$ cat src/rtl/serial_link_pkg.sv
// rtl/serial_link_pkg.sv - shared frame layout and deframer state encoding for the serial link
package serial_link_pkg;

   localparam int FRAME_BITS = 19;
   localparam int SIZE_A_DEF = 7;
   localparam int SIZE_D_DEF = 8;

   // Positions counted from the first transmitted bit of a frame
   localparam int START_POS  = 0;
   localparam int A_MSB_POS  = 1;
   localparam int SEP1_POS   = 8;
   localparam int D_MSB_POS  = 9;
   localparam int SEP2_POS   = 17;
   localparam int STOP_POS   = 18;

   typedef enum logic [2:0] {
      IDLE,
      ADDR,
      SEP1,
      DATA,
      SEP2,
      STOP
   } deframe_state_e;

endpackage

$ cat src/rtl/serial_in_sync.sv
// rtl/serial_in_sync.sv - matched synchronisers for SerD/SerC plus SerC falling-edge bit strobe
module serial_in_sync #(
   parameter int SYNC_STAGES = 2
) (
   input  logic clk_in,
   input  logic reset_n,
   input  logic ser_d_i,
   input  logic ser_c_i,
   output logic strobe_o,
   output logic sample_o
);

   logic [SYNC_STAGES-1:0] d_sync_q;
   logic [SYNC_STAGES-1:0] c_sync_q;
   logic                   c_prev_q;
   logic                   strobe_q;
   logic                   sample_q;

   // Both lines idle high, so every flop resets to 1 except the strobe
   always_ff @(posedge clk_in or negedge reset_n) begin
      if (!reset_n) begin
         d_sync_q <= '1;
         c_sync_q <= '1;
         c_prev_q <= 1'b1;
         strobe_q <= 1'b0;
         sample_q <= 1'b1;
      end else begin
         d_sync_q <= {d_sync_q[SYNC_STAGES-2:0], ser_d_i};
         c_sync_q <= {c_sync_q[SYNC_STAGES-2:0], ser_c_i};
         c_prev_q <= c_sync_q[SYNC_STAGES-1];
         strobe_q <= c_prev_q & ~c_sync_q[SYNC_STAGES-1];
         sample_q <= d_sync_q[SYNC_STAGES-1];
      end
   end

   assign strobe_o = strobe_q;
   assign sample_o = sample_q;

endmodule

$ cat src/rtl/serial_in_deframer.sv
// rtl/serial_in_deframer.sv - serial link frame receiver; SERIAL_IN_FRAME_COUNT_EN adds good/error frame counters
module serial_in_deframer
   import serial_link_pkg::*;
#(
   parameter int sizeA       = SIZE_A_DEF,
   parameter int sizeD       = SIZE_D_DEF,
   parameter int SYNC_STAGES = 2,
   parameter int TIMEOUT     = 64
) (
   input  logic             clk_in,
   input  logic             reset_n,
   input  logic             SerD,
   input  logic             SerC,
   output logic [sizeA-1:0] A_out,
   output logic [sizeD-1:0] D_out,
   output logic             Valid,
   output logic             FrameErr,
   output logic             Busy
`ifdef SERIAL_IN_FRAME_COUNT_EN
   ,
   output logic [15:0]      GoodCnt,
   output logic [15:0]      ErrCnt
`endif
);

   localparam int BW = $clog2((sizeA > sizeD) ? sizeA : sizeD);
   localparam int TW = $clog2(TIMEOUT);

   logic strobe;
   logic sample;

   serial_in_sync #(
      .SYNC_STAGES(SYNC_STAGES)
   ) u_sync (
      .clk_in  (clk_in),
      .reset_n (reset_n),
      .ser_d_i (SerD),
      .ser_c_i (SerC),
      .strobe_o(strobe),
      .sample_o(sample)
   );

   deframe_state_e   state_q, state_d;
   logic [BW-1:0]    bit_cnt_q, bit_cnt_d;
   logic [TW-1:0]    to_cnt_q, to_cnt_d;
   logic [TW-1:0]    to_next;
   logic [sizeA-1:0] a_sr_q, a_sr_d;
   logic [sizeD-1:0] d_sr_q, d_sr_d;
   logic [sizeA-1:0] a_out_q, a_out_d;
   logic [sizeD-1:0] d_out_q, d_out_d;
   logic             valid_q, valid_d;
   logic             err_q, err_d;

   always_ff @(posedge clk_in or negedge reset_n) begin
      if (!reset_n) begin
         state_q   <= IDLE;
         bit_cnt_q <= '0;
         to_cnt_q  <= '0;
         a_sr_q    <= '0;
         d_sr_q    <= '0;
         a_out_q   <= '0;
         d_out_q   <= '0;
         valid_q   <= 1'b0;
         err_q     <= 1'b0;
      end else begin
         state_q   <= state_d;
         bit_cnt_q <= bit_cnt_d;
         to_cnt_q  <= to_cnt_d;
         a_sr_q    <= a_sr_d;
         d_sr_q    <= d_sr_d;
         a_out_q   <= a_out_d;
         d_out_q   <= d_out_d;
         valid_q   <= valid_d;
         err_q     <= err_d;
      end
   end

   assign to_next = to_cnt_q + TW'(1);

   always_comb begin
      state_d   = state_q;
      bit_cnt_d = bit_cnt_q;
      to_cnt_d  = to_cnt_q;
      a_sr_d    = a_sr_q;
      d_sr_d    = d_sr_q;
      a_out_d   = a_out_q;
      d_out_d   = d_out_q;
      valid_d   = 1'b0;
      err_d     = 1'b0;

      // A strobe always wins over the timeout, so Valid and FrameErr stay exclusive
      if (state_q == IDLE || strobe) begin
         to_cnt_d = '0;
      end else if (to_next == TW'(TIMEOUT - 1)) begin
         to_cnt_d = '0;
         err_d    = 1'b1;
         state_d  = IDLE;
         a_sr_d   = '0;
         d_sr_d   = '0;
      end else begin
         to_cnt_d = to_next;
      end

      if (strobe) begin
         unique case (state_q)
            IDLE: begin
               if (!sample) begin
                  state_d   = ADDR;
                  bit_cnt_d = BW'(sizeA - 1);
               end
            end
            ADDR: begin
               a_sr_d = {a_sr_q[sizeA-2:0], sample};
               if (bit_cnt_q == '0) state_d = SEP1;
               else                 bit_cnt_d = bit_cnt_q - BW'(1);
            end
            SEP1: begin
               state_d   = DATA;
               bit_cnt_d = BW'(sizeD - 1);
            end
            DATA: begin
               d_sr_d = {d_sr_q[sizeD-2:0], sample};
               if (bit_cnt_q == '0) state_d = SEP2;
               else                 bit_cnt_d = bit_cnt_q - BW'(1);
            end
            SEP2: state_d = STOP;
            STOP: begin
               if (!sample) begin
                  a_out_d = a_sr_q;
                  d_out_d = d_sr_q;
                  valid_d = 1'b1;
               end else begin
                  err_d = 1'b1;
               end
               state_d = IDLE;
            end
            default: state_d = IDLE;
         endcase
      end
   end

   assign A_out    = a_out_q;
   assign D_out    = d_out_q;
   assign Valid    = valid_q;
   assign FrameErr = err_q;
   assign Busy     = (state_q != IDLE);

`ifdef SERIAL_IN_FRAME_COUNT_EN
   logic [15:0] good_cnt_q;
   logic [15:0] err_cnt_q;

   always_ff @(posedge clk_in or negedge reset_n) begin
      if (!reset_n) begin
         good_cnt_q <= '0;
         err_cnt_q  <= '0;
      end else begin
         if (valid_q && good_cnt_q != 16'hFFFF) good_cnt_q <= good_cnt_q + 16'd1;
         if (err_q && err_cnt_q != 16'hFFFF)    err_cnt_q  <= err_cnt_q + 16'd1;
      end
   end

   assign GoodCnt = good_cnt_q;
   assign ErrCnt  = err_cnt_q;
`endif

endmodule
$ cat config.mk
export PLATFORM = sky130hd
export DESIGN_NAME = serial_in_deframer
export DESIGN_NICKNAME = d
export VERILOG_FILES = /design/src/rtl/serial_link_pkg.sv /design/src/rtl/serial_in_sync.sv /design/src/rtl/serial_in_deframer.sv
export SDC_FILE = /design/constraint.sdc
export NUM_CORES = 1
export LEC_CHECK = 0
export CORE_MARGIN = 2
export CORE_UTILIZATION = 50
export CTS_CLUSTER_DIAMETER = 80
export CTS_CLUSTER_SIZE = 16
export DETAILED_ROUTE_END_ITERATION = 12
export GPL_ROUTABILITY_DRIVEN = 0
export PLACE_DENSITY = 0.71
export SYNTH_ARGS = -nofsm -noshare
export SYNTH_HDL_FRONTEND = slang
export SYNTH_HIERARCHICAL = 1
export SYNTH_SLANG_ARGS = --single-unit
$ cat constraint.sdc
create_clock -name clk_in -period 3.1 [get_ports clk_in]
set_input_delay 0.465 -clock clk_in [delete_from_list [all_inputs] [get_ports clk_in]]
set_output_delay 0.465 -clock clk_in [all_outputs]
set_load 0.01 [all_outputs]
==> results.cfg, run 1 <==
[status]
status = completed

[critical_path]
crit_fanout = 16
ff2ff_path_depth = 4
crit_path_end_kind = output port
path_class = flip-flop to output port
worst_ep_required_time_ps = 2630
start_kind = flip-flop
cp.arrival_ps = 1910

[route]
vias = 1412
viasPerCell = 5.67
postRouteWirelength_um = 3720
route.detailed.drc = 0
drt_iter0_drc = 54
detail-route-antenna-nets = 0
wl_per_cell_um = 15.0
dr.pass1.iters = 4

[sta]
max_slew_margin = 0.280
tightest_slew_ps = 1080
fin_tns_setup_ps = 0
skew_ps = 8.04
setup_viol = 0
period_share = 0.766
slew_viol_final = 0
hold_viol = 0
rsz0062_at_grt = no
hold_ws_ps = 358
period_needed_ps = 2370
fmax_mhz = 421

[power]
power_w = 0.00189
p_per_area_nw_per_um2 = 741
leakagePower_nw = 1.14
p_switching_w = 0.000621
p_int_w = 0.00127
comb_power_share = 0.268
switching_share = 0.329
ir_worst_vdd_v = 0.000414
power_frac_clock = 0.194
power_frac_seq = 0.539

[flow_run]
cap_violations = 0

[finish]
postLayoutCoreUtil = 0.586
num-nets-final = 204
drive_gt1_frac = 0.198
area_delta_synth_final_pct = 13.5
num_antenna_cells = 0

[worst_hold_path]
hold_class = input port to async pin

[placed_design]
post-dp-hpwl_um = 2470
portBuffers = 21

[clock_network]
htree_levels = 2
cts_setup_buffers = 0
cts_hold_buffers = 0
cts_tree = done
clockBufferDepth = 2
cts_inserted_buffers = 5
clk_latency_ps = 300
cts_root_buf = clkbuf_8
cts_resized = 0
cts_sinks = 51
cts.clk_slew.worst_paths_ps = 90

[yosys]
synth_edf_count = 0
synth.area.top_cells = dfrtp_1 (50%), mux2_2 (7.5%), dfstp_2 (7.0%)
yosysWarningCount = 6
ys_seq_area_frac = 0.571
syn-num-nets = 185
ys.flop_type = dfrtp_1
postSynthCellCount = 177
syn_area_sq_um = 2250
yosysTopAreaCell = dfrtp_1
synthDistinctLibCells = 43
avgSynthCellArea_sq_um = 12.7
synth-seq-cells = 51
synth_top_area_frac = 0.501
ys_async_sr_fraction = 1.00

[global_route]
grt_pass1_wl_um = 6550
grt_pass1_vias = 1390
antenna_found_initial = 0
gr-total-overflow = 0
grt_max_degree = 52
track_usage = 0.164

[die]
io_pins = 22
std_cell_rows = 24
die-area_sq_um = 5050
fp.dieW_um = 71.0
initial_core_util = 0.516
die_h_um = 71.0
design.core.area_sq_um = 4350
## cells in the final DEF, fill, tap and decap left out, types with 3 or more instances in the layout
master	count
dfrtp_1	45
a211oi_1	3
a21oi_1	19
nand4b_1	4
clkbuf_8	5
mux2_2	15
dfstp_2	6
inv_1	8
mux2i_1	14
nor2_1	3
ha_1	4
o21ai_0	6
clkdlybuf4s50_1	20
nor3_1	7
nand2_1	4
## critical path, cell delays in order, from the launching register on
cell	delay (ps)
dfrtp_1	550
nor3_1	490
inv_1	70
clkdlybuf4s50_1	490
## synth_stat cells, types with 2 or more instances
cell type / count
a21oi_1: 19
dfstp_2: 6
a211oi_1: 3
nor4bb_1: 2
inv_1: 8
xor2_1: 2
nor2_1: 3
mux2i_1: 14
buf_2: 6
ha_1: 4
dfrtp_1: 45
nor3_1: 7
nand4b_1: 4
buf_4: 2
a221oi_2: 2
mux2_2: 15
nand2_1: 4
o21ai_0: 6
## metrics by stage
stage	worst slack, ps	cells	area, sq um
floorplan	1420	177	2250
global placement	1080	241	2460
detailed placement	1030	241	2460
CTS	707	249	2550
global route	613	249	2550
finish	726	249	2550
## flip-flops by register name (all words and copies together), names as in the netlist
signal,count
D_out,8
FrameErr,1
u_sync/c_sync_q,2
u_sync/sample_o,1
u_sync/c_prev_q,1
Valid,1
u_sync/d_sync_q,2
bit_cnt_q,3
u_sync/strobe_o,1
A_out,7
a_sr_q,7
state_q,3
d_sr_q,8
to_cnt_q,6
## routing by layer
layer / routed length, um / vias to the layer above / GRT usage
met3: 140 / 6 / 0.0470
li1: - / 671 / -
met4: 38 / 0 / 0.0671
met2: 1850 / 24 / 0.268
met5: 0 / - / 0
met1: 1690 / 711 / 0.206
## cell type report
class                      instances  area (sq um)
timing repair buffer              22           213
inverter                           8          30.0
multi-input combinational        108           873
fill                             343          1800
tap                               52          65.1
clock inverter                     2          12.5
clock buffer                       6          72.6
sequential                        51          1280
## logic make-up after synthesis
logic type,count (synthesis),synth area share
flip-flops,51,0.571
XOR/XNOR,3,0.0117
AND/OR/NAND/NOR,33,0.102
multiplexers,29,0.138
adder cells (fa/ha/maj),4,0.0223
AO/OA/AOI/OAI,39,0.115
buffers and inverters,18,0.0401
## power groups by stage
stage / logic, W / clock network, W / registers, W
6_report: 0.000506 / 0.000365 / 0.00102
5_1_grt: 0.000568 / 0.000407 / 0.00105
4_1_cts: 0.000511 / 0.000383 / 0.00102
3_5_place_dp: 0.000508 / 0 / 0.00103
3_3_place_gp: 0.000488 / 0 / 0.00101
2_1_floorplan: 0.000388 / 0 / 0.000965
## final timing paths
| check | end | start | slack (ps) |
|---|---|---|---|
| worst max-delay path | Busy | state_q[0] | 730 |
| worst min-delay path | to_cnt_q[3] | reset_n | 360 |
| worst min register to register | u_sync/sample_o | u_sync/d_sync_q[1] | 360 |
| worst max register to register | state_q[0] | to_cnt_q[2] | 1000 |
| min in group clk_in | u_sync/sample_o | u_sync/d_sync_q[1] | 360 |
| max in group asynchronous | D_out[1] | reset_n | 2070 |
No activity file was read; power rests on OpenSTA's default activity.
==> inputs of run 2 (changes only) <==
==> constraint.sdc (replaced) <==
create_clock -name clk_in -period 2.3 [get_ports clk_in]
set_input_delay 0.345 -clock clk_in [delete_from_list [all_inputs] [get_ports clk_in]]
set_output_delay 0.345 -clock clk_in [all_outputs]
set_load 0.01 [all_outputs]
==> run 2 against run 1 <==
Critical path depth increased by 1. Clock power increased by 33%. Clock skew decreased by 0.60 ps. First-iteration DRC count increased by 72%. Die area unchanged. Power increased by 36%. Non-clock buffer count increased by 8. Cell area increased by 2.4%. Wire length increased by 0.73%. Cell count increased by 3.2%. Critical endpoint unchanged. Largest power group unchanged.
==> results.cfg, run 2 (same netlist as run 1, synthesis figures left out) <==
[status]
status = completed

[clock_network]
clockBufferDepth = 2
cts_root_buf = clkbuf_8
htree_levels = 2
clk_latency_ps = 290
cts.clk_slew.worst_paths_ps = 90
cts_resized = 0
cts_hold_buffers = 0
cts_inserted_buffers = 5
cts_sinks = 51
cts_tree = done
cts_setup_buffers = 0

[global_route]
grt_pass1_vias = 1464
gr-total-overflow = 0
track_usage = 0.167
antenna_found_initial = 0
grt_pass1_wl_um = 6700
grt_max_degree = 39

[die]
initial_core_util = 0.516
design.core.area_sq_um = 4350
die-area_sq_um = 5050
fp.dieW_um = 71.0
die_h_um = 71.0
io_pins = 22
std_cell_rows = 24

[route]
vias = 1450
drt_iter0_drc = 93
wl_per_cell_um = 14.6
detail-route-antenna-nets = 0
viasPerCell = 5.64
dr.pass1.iters = 4
route.detailed.drc = 0
postRouteWirelength_um = 3750

[critical_path]
start_kind = flip-flop
crit_path_end_kind = output port
crit_fanout = 14
worst_ep_required_time_ps = 1960
path_class = flip-flop to output port
cp.arrival_ps = 1730

[sta]
tightest_slew_ps = 811
hold_viol = 0
setup_viol = 0
skew_ps = 7.44
period_share = 0.904
fin_tns_setup_ps = 0
period_needed_ps = 2080
slew_viol_final = 0
fmax_mhz = 481
max_slew_margin = 0.459
rsz0062_at_grt = no
worst_slack_ps = 220
hold_ws_ps = 135

[finish]
num_antenna_cells = 0
num-nets-final = 212
fillers = 331
drive_gt1_frac = 0.229
mostFrequentLayoutCell = dfrtp_1
final_cells = 257
postLayoutCoreUtil = 0.599
area_delta_synth_final_pct = 16.1
mostFrequentLayoutCells = dfrtp_1 (45), clkdlybuf4s50_1 (20), a21oi_1 (19)

[placed_design]
portBuffers = 21
post-dp-hpwl_um = 2560
dpl_worst_slack_ps = 548
dp.cells = 249

[power]
p_per_area_nw_per_um2 = 983
power_frac_clock = 0.189
switching_share = 0.325
comb_power_share = 0.287
p_switching_w = 0.000835
power_frac_seq = 0.524
ir_worst_vdd_v = 0.000491
p_int_w = 0.00173
leakagePower_nw = 1.18

[flow_run]
cap_violations = 0

[worst_hold_path]
hold_class = input port to async pin
-- run 2: stage by stage --
step                      cell area (sq um)  total power, W
final                                  2610         0.00257
after global routing                   2610         0.00275
after CTS                              2610         0.00260
after detailed placement               2520         0.00210
after global placement                 2520         0.00205
after floorplan                        2250         0.00182
-- run 2: path summary, 6_finish.rpt --
path,end,from,slack (ps),depth (start not counted)
worst max-delay path,Busy,state_q[2],220,4
worst min-delay path,to_cnt_q[5],reset_n,140,1
worst max register to register,d_sr_q[0],to_cnt_q[0],560,6
worst min register to register,u_sync/d_sync_q[1],u_sync/d_sync_q[0],360,0
max in group asynchronous,d_sr_q[1],reset_n,1500,2
min in group clk_in,u_sync/d_sync_q[1],u_sync/d_sync_q[0],360,0
-- run 2: power by group through the flow --
stage          combinational, W  clock [W]  sequential (W)
2_1_floorplan          0.000523          0         0.00130
3_3_place_gp           0.000708          0         0.00134
3_5_place_dp           0.000738          0         0.00136
4_1_cts                0.000745   0.000515         0.00134
5_1_grt                0.000831   0.000541         0.00138
6_report               0.000735   0.000486         0.00134
-- run 2: cell type report --
class | instances | area [sq um] | area share
repair buffers | 30 | 273 | 0.105
multi-input cells | 108 | 873 | 0.335
clock buffers | 6 | 72.6 | 0.0278
inverters | 8 | 30.0 | 0.0115
clock inverters | 2 | 12.5 | 0.00479
flip-flops and latches | 51 | 1280 | 0.492
well taps | 52 | 65.1 | 0.0249
-- run 2: critical path: stages (launching register included) --
cell and delay, ps:
dfrtp_1 530, nor3_1 250, buf_4 160, inv_1 40, clkdlybuf4s50_1 460
-- run 2: metal layers --
| layer | wire length, um | GRT usage |
|---|---|---|
| met5 | 0 | 0 |
| met4 | 68 | 0.0524 |
| met3 | 131 | 0.0442 |
| met2 | 1860 | 0.277 |
| met1 | 1690 | 0.216 |
